File: src/rtl/dsp_pkg.sv
// Shared DSP datapath definitions: shifter mode encodings and saturation limits.
package dsp_pkg;

    typedef logic [1:0] sh_mode_t;

    localparam sh_mode_t SH_LOAD       = 2'd0;
    localparam sh_mode_t SH_STORE_HIGH = 2'd1;
    localparam sh_mode_t SH_ASR        = 2'd2;
    localparam sh_mode_t SH_LSR        = 2'd3;

    // Largest positive two's-complement value of the given width (width <= 64).
    function automatic logic [63:0] sat_max(input int width);
        return (64'd1 << (width - 1)) - 64'd1;
    endfunction

    // Most negative two's-complement value of the given width, as a raw bit pattern.
    function automatic logic [63:0] sat_min(input int width);
        return 64'd1 << (width - 1);
    endfunction

endpackage

File: src/rtl/dsp_pipe_reg.sv
// One valid/ready pipeline stage: loads when empty or when its content is being consumed.
module dsp_pipe_reg #(
    parameter int DW = 8
) (
    input  logic          clk,
    input  logic          reset,
    input  logic          in_valid,
    output logic          in_ready,
    input  logic [DW-1:0] in_data,
    output logic          out_valid,
    input  logic          out_ready,
    output logic [DW-1:0] out_data
);

    logic          valid_r;
    logic [DW-1:0] data_r;
    logic          advance_s;

    assign advance_s = !valid_r || out_ready;
    assign in_ready  = advance_s;
    assign out_valid = valid_r;
    assign out_data  = data_r;

    // Stage occupancy and payload; payload only changes when a new item is taken.
    always_ff @(posedge clk or posedge reset) begin
        if (reset) begin
            valid_r <= 1'b0;
            data_r  <= {DW{1'b0}};
        end else if (advance_s) begin
            valid_r <= in_valid;
            if (in_valid) begin
                data_r <= in_data;
            end else begin
                data_r <= data_r;
            end
        end else begin
            valid_r <= valid_r;
            data_r  <= data_r;
        end
    end

endmodule

File: src/rtl/dsp_shift_pipe.sv
// Two-stage scaling shifter: stage 1 rounds and does the coarse shift, stage 2 the fine
// shift, saturation and the registered result.
module dsp_shift_pipe
    import dsp_pkg::*;
#(
    parameter int WIDTH = 16,
    parameter int SHW   = $clog2(WIDTH)
) (
    input  logic               clk,
    input  logic               reset,
    input  logic               in_valid,
    output logic               in_ready,
    input  logic [2*WIDTH-1:0] in_data,
    input  logic [SHW-1:0]     sh,
    input  logic [1:0]         mode,
    input  logic               sat,
    input  logic               rnd,
    output logic               out_valid,
    input  logic               out_ready,
    output logic [2*WIDTH-1:0] out_data,
    output logic               out_ovf,
    output logic               ovf_sticky,
    input  logic               clr_ovf
);

    localparam int AW = 2 * WIDTH;
    localparam int XW = 3 * WIDTH;
    localparam int FB = (SHW >= 2) ? 2 : 1;
    localparam int P1 = XW + SHW + 3;
    localparam int P2 = AW + 1;
    localparam logic [SHW-1:0] FMASK = SHW'((32'd1 << FB) - 32'd1);

    // ---------------- stage 1: rounding add and coarse shift ----------------
    logic [SHW-1:0] coarse_s;
    logic [SHW-1:0] fine_s;
    logic [AW-1:0]  lo_sext_s;
    logic [AW:0]    radd_s;
    logic [AW:0]    rsum_s;
    logic [AW:0]    rsh_s;
    logic [XW-1:0]  w1_s;
    logic [P1-1:0]  s1_d_s;
    logic [P1-1:0]  s1_q_s;
    logic           s1_valid_s;
    logic           s2_in_ready_s;

    // Working value is 3*WIDTH wide so store-high keeps full precision through both shifts.
    always_comb begin
        coarse_s  = sh & ~FMASK;
        fine_s    = sh & FMASK;
        lo_sext_s = {{WIDTH{in_data[WIDTH-1]}}, in_data[WIDTH-1:0]};
        if (rnd && (sh != {SHW{1'b0}})) begin
            radd_s = {{AW{1'b0}}, 1'b1} << (sh - SHW'(1'b1));
        end else begin
            radd_s = {(AW+1){1'b0}};
        end
        rsum_s = {in_data[AW-1], in_data} + radd_s;
        rsh_s  = {(AW+1){1'b0}};
        case (mode)
            SH_LOAD:       w1_s = {{WIDTH{1'b0}}, lo_sext_s << coarse_s};
            SH_STORE_HIGH: w1_s = {{WIDTH{in_data[AW-1]}}, in_data} << coarse_s;
            SH_ASR: begin
                rsh_s = $signed(rsum_s) >>> coarse_s;
                w1_s  = {{(XW-AW-1){rsh_s[AW]}}, rsh_s};
            end
            SH_LSR:        w1_s = {{WIDTH{1'b0}}, in_data >> coarse_s};
            default:       w1_s = {XW{1'b0}};
        endcase
    end

    assign s1_d_s = {sat, mode, fine_s, w1_s};

    dsp_pipe_reg #(.DW(P1)) u_stage1 (
        .clk       (clk),
        .reset     (reset),
        .in_valid  (in_valid),
        .in_ready  (in_ready),
        .in_data   (s1_d_s),
        .out_valid (s1_valid_s),
        .out_ready (s2_in_ready_s),
        .out_data  (s1_q_s)
    );

    // ---------------- stage 2: fine shift, saturation, output register ----------------
    logic [XW-1:0]  w1_q_s;
    logic [SHW-1:0] fine_q_s;
    logic [1:0]     mode_q_s;
    logic           sat_q_s;
    logic [XW-1:0]  lsh_s;
    logic [AW-1:0]  ash_s;
    logic [AW-1:0]  rsr_s;
    logic [AW-1:0]  v_s;
    logic           fits_s;
    logic [AW-1:0]  res_s;
    logic           ovf_s;
    logic [P2-1:0]  s2_q_s;

    assign w1_q_s   = s1_q_s[XW-1:0];
    assign fine_q_s = s1_q_s[XW+SHW-1:XW];
    assign mode_q_s = s1_q_s[XW+SHW+1:XW+SHW];
    assign sat_q_s  = s1_q_s[XW+SHW+2];

    // Store-high fits a signed WIDTH value when v's bits from WIDTH-1 upward are all equal.
    always_comb begin
        lsh_s  = w1_q_s << fine_q_s;
        ash_s  = AW'($signed(w1_q_s) >>> fine_q_s);
        rsr_s  = AW'(w1_q_s >> fine_q_s);
        v_s    = lsh_s[XW-1:WIDTH];
        fits_s = (&v_s[AW-1:WIDTH-1]) | ~(|v_s[AW-1:WIDTH-1]);
        ovf_s  = 1'b0;
        case (mode_q_s)
            SH_LOAD: res_s = lsh_s[AW-1:0];
            SH_STORE_HIGH: begin
                if (sat_q_s && !fits_s) begin
                    res_s = lsh_s[XW-1] ? AW'(sat_min(WIDTH)) : AW'(sat_max(WIDTH));
                    ovf_s = 1'b1;
                end else begin
                    res_s = {{WIDTH{1'b0}}, v_s[WIDTH-1:0]};
                end
            end
            SH_ASR:  res_s = ash_s;
            SH_LSR:  res_s = rsr_s;
            default: res_s = {AW{1'b0}};
        endcase
    end

    dsp_pipe_reg #(.DW(P2)) u_stage2 (
        .clk       (clk),
        .reset     (reset),
        .in_valid  (s1_valid_s),
        .in_ready  (s2_in_ready_s),
        .in_data   ({ovf_s, res_s}),
        .out_valid (out_valid),
        .out_ready (out_ready),
        .out_data  (s2_q_s)
    );

    assign out_data = s2_q_s[AW-1:0];
    assign out_ovf  = s2_q_s[AW];

    // ---------------- sticky overflow ----------------
    logic ovf_sticky_r;
    logic ovf_set_s;

    assign ovf_set_s  = out_valid && out_ready && out_ovf;
    assign ovf_sticky = ovf_sticky_r;

    // Set has priority over clear so a consumed overflow is never lost.
    always_ff @(posedge clk or posedge reset) begin
        if (reset) begin
            ovf_sticky_r <= 1'b0;
        end else if (ovf_set_s) begin
            ovf_sticky_r <= 1'b1;
        end else if (clr_ovf) begin
            ovf_sticky_r <= 1'b0;
        end else begin
            ovf_sticky_r <= ovf_sticky_r;
        end
    end

endmodule

File: config.mk
export PLATFORM = sky130hd
export DESIGN_NAME = dsp_shift_pipe
export DESIGN_NICKNAME = d
export VERILOG_FILES = /design/src/rtl/dsp_pkg.sv /design/src/rtl/dsp_pipe_reg.sv /design/src/rtl/dsp_shift_pipe.sv
export SDC_FILE = /design/constraint.sdc
export NUM_CORES = 1
export LEC_CHECK = 0
export ABC_AREA = 1
export CAP_MARGIN = 25
export CORE_UTILIZATION = 52
export DETAILED_ROUTE_END_ITERATION = 8
export DONT_BUFFER_PORTS = 1
export GPL_TIMING_DRIVEN = 0
export PLACE_DENSITY = 0.67
export RECOVER_POWER = 100
export SKIP_LAST_GASP = 1
export SLEW_MARGIN = 40
export SYNTH_ARGS = -nofsm -noshare
export SYNTH_HDL_FRONTEND = slang
export SYNTH_SLANG_ARGS = --single-unit
File: constraint.sdc
create_clock -name clk -period 3.8 [get_ports clk]
set_input_delay 0.76 -clock clk [delete_from_list [all_inputs] [get_ports clk]]
set_output_delay 0.76 -clock clk [all_outputs]
set_load 0.02 [all_outputs]
==> run metrics, run 1 <==
multi-input gate area in the final layout=6720 um^2; post-route ant nets=0; Cell Pwr Density=397 nW/um^2; Fin. Hold Viols=0; synthesis-to-layout area growth=6.59%; status=finished, violations left; I/O pins=81; synth top area cells=nand2_1 23%, dfrtp_1 21%, nand3_1 9.1%; CORE AREA=18800 um^2; Setup CP Type=primary input to register; post-synth top area cell=nand2_1; Clk network pwr share=0.215; root buffer selected by CTS=clkbuf_16; met1 WL=15.7 mm; setup TNS=0 ns; Placer Congestion=1.10; Worst Hold Class=register to register; Final Non-Filler Cells=2056; Async SR Flop Fraction=1.00; endpoints failing setup=0; combinational share of power=0.429; Rel. slew slack=-0.149; Worst-Skew Late Latency=0.35 ns; Nets=1853; Cells after Synth=1781; CP max FO=10; max_cap viols=1; global-route wire length before repair=65.6 mm; die area=19800 um^2; postcts setup bufs=0; FILL cells=2014; total global-route track usage=0.439; Total Power=4240 uW; Avg Inst Size Synth=5.63 um^2; clk slew on worst S/H paths=0.07 ns; Overflow after GRT=0; post-route minimum period=3.67 ns; worst hold slack=0.520 ns; Max Fclk=273 MHz; most common cell in the netlist=nand2_1; failing checks=max-capacitance violations, max-slew violations; top-area cell type share of the netlist area=0.231; Main synth FF type=dfrtp_1; Starting Density=0.533; commonest cells in the netlist=616 x nand2_1, 196 x inv_1, 183 x nand3_1, 152 x o21ai_0, 135 x nor2_1; Final period util=0.965; Int Pwr=2220 uW; Pins Over Slew Limit=42; standard-cell rows=50; Port Buf Inserts=0; placed insts=2042; CTS HTree Levels=3; Vias/cell=5.97; sequential share of the synthesized area=0.212; Worst EP required=4.03 ns; clock skew=0.0130 ns; register area=2130 um^2; P_leak=0.00549 uW; initial antenna violation count=0; Yosys reg bits=85; TritonCTS clock tree=built; max layer used=met4; Max IR drop VDD=0.235 mV; Die X=141 um; WL/cell=20.9 um; share of layout cells above drive strength 1=0.0707; ANT cells=0; Pre-antenna DRT Iters=8; Cell variety after synth=53; Sw Ratio=0.477; warnings from Yosys=0; number of flops mapped to enable cells by yosys=0; DR WL met3=3.23 mm; sequential fraction of design power=0.356; met2 WL post-DR=19.8 mm; TritonCTS Buffers=9; Worst EP arrival=3.90 ns; crit start category=primary input; Least-Margin Pin Slew=1.71 ns; CTS sink cnt=85; vias in the first global route=11.6k; Longest Clk Path Bufs=2; syn nets=1843; Iter 0 DRT Violations=1150; RSZ-0062 raised after global routing=true; Total Routed Length=43.0 mm; Post-Syn Area=10000 um^2; crit end category=register; routed via count=12.3k; DR DRC count=0; Switch Pwr=2020 uW; hpwl dp=35.5 mm; largest net degree at the start of global routing=46; die height=141 um
==> cell usage in the layout (no fill, tap or decap), types with 10 or more instances in the layout <==
| master | n |
|---|---|
| a31oi_1 | 16 |
| nor2_1 | 130 |
| a21oi_1 | 109 |
| nor2_2 | 11 |
| or2_2 | 18 |
| dfrtp_1 | 85 |
| o21ai_0 | 153 |
| buf_2 | 17 |
| nand2_1 | 616 |
| clkbuf_1 | 47 |
| nand4_1 | 13 |
| nor3_1 | 15 |
| nand3b_1 | 10 |
| nand3_1 | 183 |
| inv_1 | 195 |
| ha_1 | 16 |
| nand3_2 | 11 |
==> critical path: stages <==
cell,delay [ns]
buf_2,0.23
clkbuf_4,0.31
clkbuf_4,0.28
nand3_1,0.13
nor2_1,0.18
ha_1,0.32
nand2_1,0.20
inv_1,0.08
a21oi_1,0.34
nand2_1,0.11
nand2_1,0.09
nand3_1,0.11
nand3_1,0.11
nand3_1,0.13
nand2_1,0.11
nand2_1,0.05
nand2_1,0.06
nand2_1,0.05
nand2_1,0.16
nand2_1,0.08
==> registers in the layout, indices dropped and copies added, names as in the netlist <==
name,flops
u_stage1.out_data,49
u_stage1.out_valid,1
u_stage2.out_valid,1
ovf_sticky,1
u_stage2.out_data,33
==> layer usage <==
layer / GRT usage / vias to the layer above
li1: - / 5808
met1: 0.476 / 5514
met2: 0.749 / 735
met3: 0.0696 / 217
met4: 0.386 / 0
met5: 0 / -
==> final timing paths <==
check	from	endpoint	slack, ns	cells after the start
worst max-delay path	sh[2]	u_stage1.out_data[29]$_DFFE_PP0P_	0.13	20
worst min-delay path	u_stage1.out_data[17]$_DFFE_PP0P_	u_stage1.out_data[17]$_DFFE_PP0P_	0.52	2
worst max register to register	u_stage1.out_data[48]$_DFFE_PP0P_	u_stage2.out_data[7]$_DFFE_PP0P_	0.66	9
worst min register to register	u_stage1.out_data[17]$_DFFE_PP0P_	u_stage1.out_data[17]$_DFFE_PP0P_	0.52	2
max in group asynchronous	reset	u_stage1.out_data[17]$_DFFE_PP0P_	1.34	2
min in group asynchronous	reset	u_stage1.out_data[54]$_DFFE_PP0P_	0.71	1
==> area by class of cell <==
class	instances	area share
tap	260	0.0304
clock inverter	7	0.00749
clock buffer	9	0.0211
sequential	85	0.199
inverter	202	0.0721
timing repair buffer	1	0.000468
buffer	88	0.0412
multi-input combinational	1404	0.628
==> per-stage QoR <==
step / utilization / setup slack, ns / cell area (um^2)
after global placement: 0.550 / -0.903 / 10400
after global routing: 0.568 / 0.000175 / 10700
after CTS: 0.568 / 0.00981 / 10700
after detailed placement: 0.551 / -0.949 / 10400
after floorplan: - / 0.507 / 10000
final: 0.568 / 0.131 / 10700
==> power by group through the flow <==
stage               Clock [uW]  Sequential, uW  Combinational [uW]
finish                     912            1510                1820
global route               948            1540                2000
CTS                        909            1510                1770
detailed placement           0            1520                1760
global placement             0            1510                1740
floorplan                    0            1470                1280
==> timing repair <==
| item | 4_1_cts | 5_1_grt |
|---|---|---|
| cloned | 0 | 0 |
| hold buffers | 0 | 0 |
| setup endpoints to repair | 44 | 40 |
| resized for setup | 7 | 13 |
==> kinds of logic after synthesis <==
| kind of cell | Yosys count | share of synthesized area |
|---|---|---|
| DFF | 85 | 0.212 |
| buffers and inverters | 292 | 0.122 |
| AOI/OAI and AO/OA | 337 | 0.187 |
| adders and majority gates | 17 | 0.0220 |
| xor gates and xnor gates | 9 | 0.00786 |
| and+or+nand+nor | 1040 | 0.449 |
| other | 1 | 0.000374 |
(Power assumes the default switching activity.)
==> run 2: changes to the inputs <==
--- a/config.mk
+++ b/config.mk
@@ -6,12 +6,12 @@
 export NUM_CORES = 1
 export LEC_CHECK = 0
 export ABC_AREA = 1
+export BUFFER_PORTS_ARGS = -buffer_cell sky130_fd_sc_hd__buf_2
 export CAP_MARGIN = 25
 export CORE_UTILIZATION = 52
 export DETAILED_ROUTE_END_ITERATION = 8
-export DONT_BUFFER_PORTS = 1
 export GPL_TIMING_DRIVEN = 0
-export PLACE_DENSITY = 0.67
+export PLACE_DENSITY = 0.71
 export RECOVER_POWER = 100
 export SKIP_LAST_GASP = 1
 export SLEW_MARGIN = 40
==> run metrics, run 2 (same netlist as run 1, synthesis figures left out) <==
CP max FO=12 (+2); Total Routed Length=44.1 mm (+2.5%); status=finished, violations left; Max Fclk=273 MHz (about the same); CTS sink cnt=85 (unchanged); Worst EP arrival=3.88 ns (-0.02 ns); Vias/cell=6.07 (+1.6%); Max IR drop VDD=0.211 mV (-10%); crit start category=primary input; global-route wire length before repair=66.9 mm (+1.9%); hpwl dp=35.9 mm (+1.0%); TritonCTS clock tree=built; Worst Hold Class=register to register; crit end category=register; Final period util=0.965 (about the same); vias in the first global route=11.6k (+0.017%); Worst EP required=4.01 ns (-0.02 ns); post-route ant nets=0 (unchanged); share of layout cells above drive strength 1=0.0927 (+0.0220); Setup CP Type=primary input to register; die area=19800 um^2 (unchanged); I/O pins=81 (unchanged); Cell Pwr Density=400 nW/um^2 (+0.80%); initial antenna violation count=1 (+1); Iter 0 DRT Violations=1883 (+64%); failing checks=max-capacitance violations, max-slew violations; commonest non-fill, non-tap cell in the layout=nand2_1; clock skew=0.0124 ns (-0.000612 ns); TritonCTS Buffers=9 (unchanged); Nets=1935 (+4.4%); Largest register FFs=49 (unchanged); Placer Congestion=1.15 (+3.8%); CTS HTree Levels=3 (unchanged); clk slew on worst S/H paths=0.06 ns (about the same); routed via count=13.0k (+5.6%); Worst-Skew Late Latency=0.35 ns (about the same); largest net degree at the start of global routing=45 (-2.2%); Die X=141 um (unchanged); max_cap viols=1 (unchanged); root buffer selected by CTS=clkbuf_16; CORE AREA=18800 um^2 (unchanged); Overflow after GRT=0 (unchanged); Pins Over Slew Limit=45 (+7.1%); leading cell types in the layout, fill and taps excluded=615 x nand2_1, 194 x inv_1, 185 x nand3_1; RSZ-0062 raised after global routing=true; worst hold slack=0.475 ns (-0.0447 ns); Least-Margin Pin Slew=1.96 ns (+0.243 ns); synthesis-to-layout area growth=10.2%; WL/cell=20.6 um (-1.4%); Pre-antenna DRT Iters=6 (-2); P_leak=0.00573 uW (+4.2%); post-route minimum period=3.67 ns (-0.00290 ns); DP Worst Slack=-0.869 ns (+0.0799 ns); die height=141 um (unchanged); total global-route track usage=0.447 (+0.00807); DR DRC count=0 (unchanged); Longest Clk Path Bufs=2 (unchanged); ANT cells=0 (unchanged); endpoints failing setup=0 (unchanged); Fin. Hold Viols=0 (unchanged); FILL cells=1988 (-1.3%); standard-cell rows=50 (unchanged); Starting Density=0.533 (unchanged); Rel. slew slack=-0.312 (-0.163); Port Buf Inserts=76 (+76); PnR worst setup slack=0.134 ns (+0.00290 ns)
[run 2: layout make-up]
| type | instances | area, um^2 | share of cell area |
|---|---|---|---|
| plain buffers | 88 | 435 | 0.0394 |
| clock buffers | 9 | 225 | 0.0204 |
| clock inverters | 6 | 68.8 | 0.00623 |
| inverters | 202 | 773 | 0.0700 |
| multi-input cells | 1404 | 6710 | 0.607 |
| flip-flops and latches | 85 | 2130 | 0.192 |
| well taps | 260 | 325 | 0.0294 |
| repair buffers | 83 | 385 | 0.0349 |
[run 2: worst paths after layout]
check                      depth (start not counted)                                end                         startpoint  slack [ns]
max                                               19   u_stage1.out_data[0]$_DFFE_PP0P_                              sh[3]        0.13
min                                                2  u_stage2.out_data[28]$_DFFE_PP0P_  u_stage2.out_data[28]$_DFFE_PP0P_        0.48
max reg2reg                                       11  u_stage2.out_data[17]$_DFFE_PP0P_  u_stage1.out_data[48]$_DFFE_PP0P_        0.26
min reg2reg                                        2  u_stage2.out_data[28]$_DFFE_PP0P_  u_stage2.out_data[28]$_DFFE_PP0P_        0.48
max in group asynchronous                          3  u_stage1.out_data[25]$_DFFE_PP0P_                              reset        1.14
min in group asynchronous                          2  u_stage1.out_data[42]$_DFFE_PP0P_                              reset        0.90
[run 2: routing by layer]
layer	wire, um	vias to the layer above	global-route usage
met5	14	-	0
met4	3030	2	0.265
met3	5200	211	0.0910
met2	18700	917	0.694
met1	17200	5867	0.575
li1	-	5969	-
[run 2: through the flow]
stage          utilization  setup TNS [ns]  area, um^2  power (uW)  cells
6_report             0.587               0       11100        4420   2137
5_1_grt              0.587         -0.0555       11100        4670   2137
4_1_cts              0.588               0       11100        4400   2131
3_5_place_dp         0.571          -31.45       10800        3490   2118
3_3_place_gp         0.570          -42.72       10700        3460   2117
2_1_floorplan            -               0       10000        2750   1781
[run 2: critical path, cell delays in order]
cell        delay (ns)
buf_2             0.15
clkinvlp_4        0.30
xor2_1            0.31
nor2_2            0.08
nand4_1           0.09
inv_1             0.06
ha_1              0.20
fa_1              0.40
nand3_1           0.11
nand3_1           0.15
nand2_1           0.11
nand2_1           0.12
xor2_1            0.18
o21ai_0           0.30
nand2_1           0.09
nand3_1           0.08
inv_1             0.04
o21ai_0           0.25
nand2_1           0.11
[run 2: report_power, final]
part           total (uW)  internal, uW  switching, uW
clock                 907           512            395
sequential           1340          1140            196
combinational        2180           632           1550
[run 2: repair_timing]
item,in CTS,in global routing
setup buffers,0,6
resized for setup,7,22
setup endpoints to repair,44,44
hold buffers,0,0
==> run 3: changes to the inputs <==
--- a/config.mk
+++ b/config.mk
@@ -11,7 +11,7 @@
 export CORE_UTILIZATION = 52
 export DETAILED_ROUTE_END_ITERATION = 8
 export GPL_TIMING_DRIVEN = 0
-export PLACE_DENSITY = 0.71
+export PLACE_DENSITY = 0.77
 export RECOVER_POWER = 100
 export SKIP_LAST_GASP = 1
 export SLEW_MARGIN = 40
==> run metrics, run 3 (same netlist as run 1, synthesis figures left out) <==
Largest register FFs=49 (unchanged); Placer Congestion=1.07 (-6.6%); Starting Density=0.533 (unchanged); TritonCTS clock tree=built; Vias/cell=6.05 (-0.34%); Port Buf Inserts=76 (unchanged); vias in the first global route=11.7k (+0.37%); Hold Path Stages=2 (unchanged); final instance area=11000 um^2 (about the same); Setup CP Type=primary input to register; DR WL met3=7.44 mm (+43%); RR Endpoint=u_stage2.out_data[16]$_DFFE_PP0P_; root buffer selected by CTS=clkbuf_16; flop2flop setup slack=0.25 ns (about the same); I/O pins=81 (unchanged); endpoints failing setup=0 (unchanged); initial antenna violation count=0 (-1); met2 WL post-DR=17.4 mm (-6.9%); standard-cell rows=50 (unchanged); CORE AREA=18800 um^2 (unchanged); Pre-antenna DRT Iters=7 (+1); total global-route track usage=0.457 (+0.00974); share of layout cells above drive strength 1=0.0932 (+0.000483); die height=141 um (unchanged); Pins Over Slew Limit=52 (+16%); die area=19800 um^2 (unchanged); Final Non-Filler Cells=2138 (+0.047%); placed inst area=10800 um^2 (unchanged); r2r startpoint=u_stage1.out_data[48]$_DFFE_PP0P_; post-route ant nets=0 (unchanged); Iter 0 DRT Violations=1808 (-4.0%); P_leak=0.00573 uW (about the same); worst r2r path cells=10 (-1); Max Fclk=274 MHz (+0.49%); Worst EP required=4.04 ns (+0.03 ns); synthesis-to-layout area growth=10.1% (about the same); Rel. slew slack=-0.560 (-0.248); global-route wire length before repair=67.2 mm (+0.42%); Total Routed Length=45.0 mm (+2.0%); CTS HTree Levels=3 (unchanged); met1 WL=18.8 mm (+9.1%); Final period util=0.960 (-0.00466); crit start category=primary input; crit end category=register; Overflow after GRT=0 (unchanged); FILL cells=2033 (+2.3%); commonest non-fill, non-tap cell in the layout=nand2_1; Longest Clk Path Bufs=2 (unchanged); Least-Margin Pin Slew=2.33 ns (+0.370 ns); Worst-Skew Late Latency=0.36 ns (about the same); Max IR drop VDD=0.471 mV (+120%); routed via count=12.9k (-0.29%); hpwl dp=36.8 mm (+2.6%); Worst EP arrival=3.89 ns (about the same); largest net degree at the start of global routing=52 (+16%); WL/cell=21.0 um (+1.9%); Nets=1935 (unchanged); CP max FO=10 (-2); ANT cells=0 (unchanged); Fin. Hold Viols=0 (unchanged); CTS sink cnt=85 (unchanged); DR DRC count=0 (unchanged); max_cap viols=1 (unchanged); Die X=141 um (unchanged); status=finished, violations left; leading cell types in the layout, fill and taps excluded=612 x nand2_1, 194 x inv_1, 190 x nand3_1; hold_buf cts=0 (unchanged); Critical path origin=sh[2]; TritonCTS Buffers=9 (unchanged); failing checks=max-capacitance violations, max-slew violations; clk slew on worst S/H paths=0.07 ns (about the same); max layer used=met5; Cell Pwr Density=404 nW/um^2 (+0.96%); clock skew=0.0110 ns (-0.00141 ns); Hold Startpoint=u_stage2.out_data[31]$_DFFE_PP0P_; Min-Delay Endpoint=u_stage2.out_data[31]$_DFFE_PP0P_; post-route minimum period=3.65 ns (-0.0177 ns); placed insts=2118 (unchanged); Worst Hold Class=register to register
-- run 3: how the worst max path moves through the flow --
stage | endpoint | cells past startpoint
floorplan | u_stage1.out_data[4]$_DFFE_PP0P_ | 19
global route | u_stage1.out_data[30]$_DFFE_PP0P_ | 24
CTS | u_stage1.out_data[0]$_DFFE_PP0P_ | 18
detailed placement | u_stage1.out_data[0]$_DFFE_PP0P_ | 18
global placement | u_stage1.out_data[24]$_DFFE_PP0P_ | 19
finish | u_stage1.out_data[30]$_DFFE_PP0P_ | 25
-- run 3: critical path: stages --
cell and delay (ns):
buf_2 0.18, clkbuf_4 0.24, buf_4 0.24, buf_6 0.19, nand3_1 0.14, nor2_2 0.15
ha_1 0.31, nand2_1 0.15, inv_1 0.08, nand2_1 0.07, inv_1 0.11, nand2_1 0.17
inv_1 0.07, nand2_1 0.07, nand2_1 0.18, nand2_1 0.11, nand3_1 0.10, nand2_1 0.08
nand2_1 0.09, nand2_1 0.09, nand2_1 0.05, nand2_1 0.06, nand2_1 0.07, nand2_1 0.06
nand2_1 0.05
-- run 3: per-stage QoR --
stage	worst slack [ns]	hold slack, ns	total power, uW	utilization	setup TNS, ns
2_1_floorplan	0.507	0.466	2750	-	0
3_3_place_gp	-0.834	0.458	3480	0.570	-30.45
3_5_place_dp	-0.789	0.461	3520	0.571	-27.69
4_1_cts	-0.00617	0.452	4410	0.587	-0.00617
5_1_grt	-0.0144	0.509	4690	0.587	-0.0144
6_report	0.152	0.479	4460	0.587	0
-- run 3: what timing repair did --
action / 4_1_cts / 5_1_grt
endpoints found under the setup margin: 44 / 41
resized for setup: 7 / 29
gates cloned: 0 / 0
buffers inserted: 0 / 6
-- run 3: area by class of cell --
cell class / count / area (um^2) / share of cell area
tap: 260 / 325 / 0.0294
multi-input combinational: 1404 / 6700 / 0.606
sequential: 85 / 2130 / 0.193
inverter: 202 / 773 / 0.0700
buffer: 88 / 447 / 0.0404
clock inverter: 6 / 53.8 / 0.00487
clock buffer: 10 / 239 / 0.0216
timing repair buffer: 83 / 384 / 0.0348
-- run 3: where the power goes --
part | switching (uW) | internal (uW)
clock network | 422 | 474
logic | 1610 | 636
registers | 182 | 1140
total | 2210 | 2250
-- run 3: routing by layer --
| metal | track usage | up-vias |
|---|---|---|
| li1 | - | 5958 |
| met1 | 0.637 | 5931 |
| met2 | 0.625 | 901 |
| met3 | 0.208 | 136 |
| met4 | 0.132 | 2 |
| met5 | 0 | - |
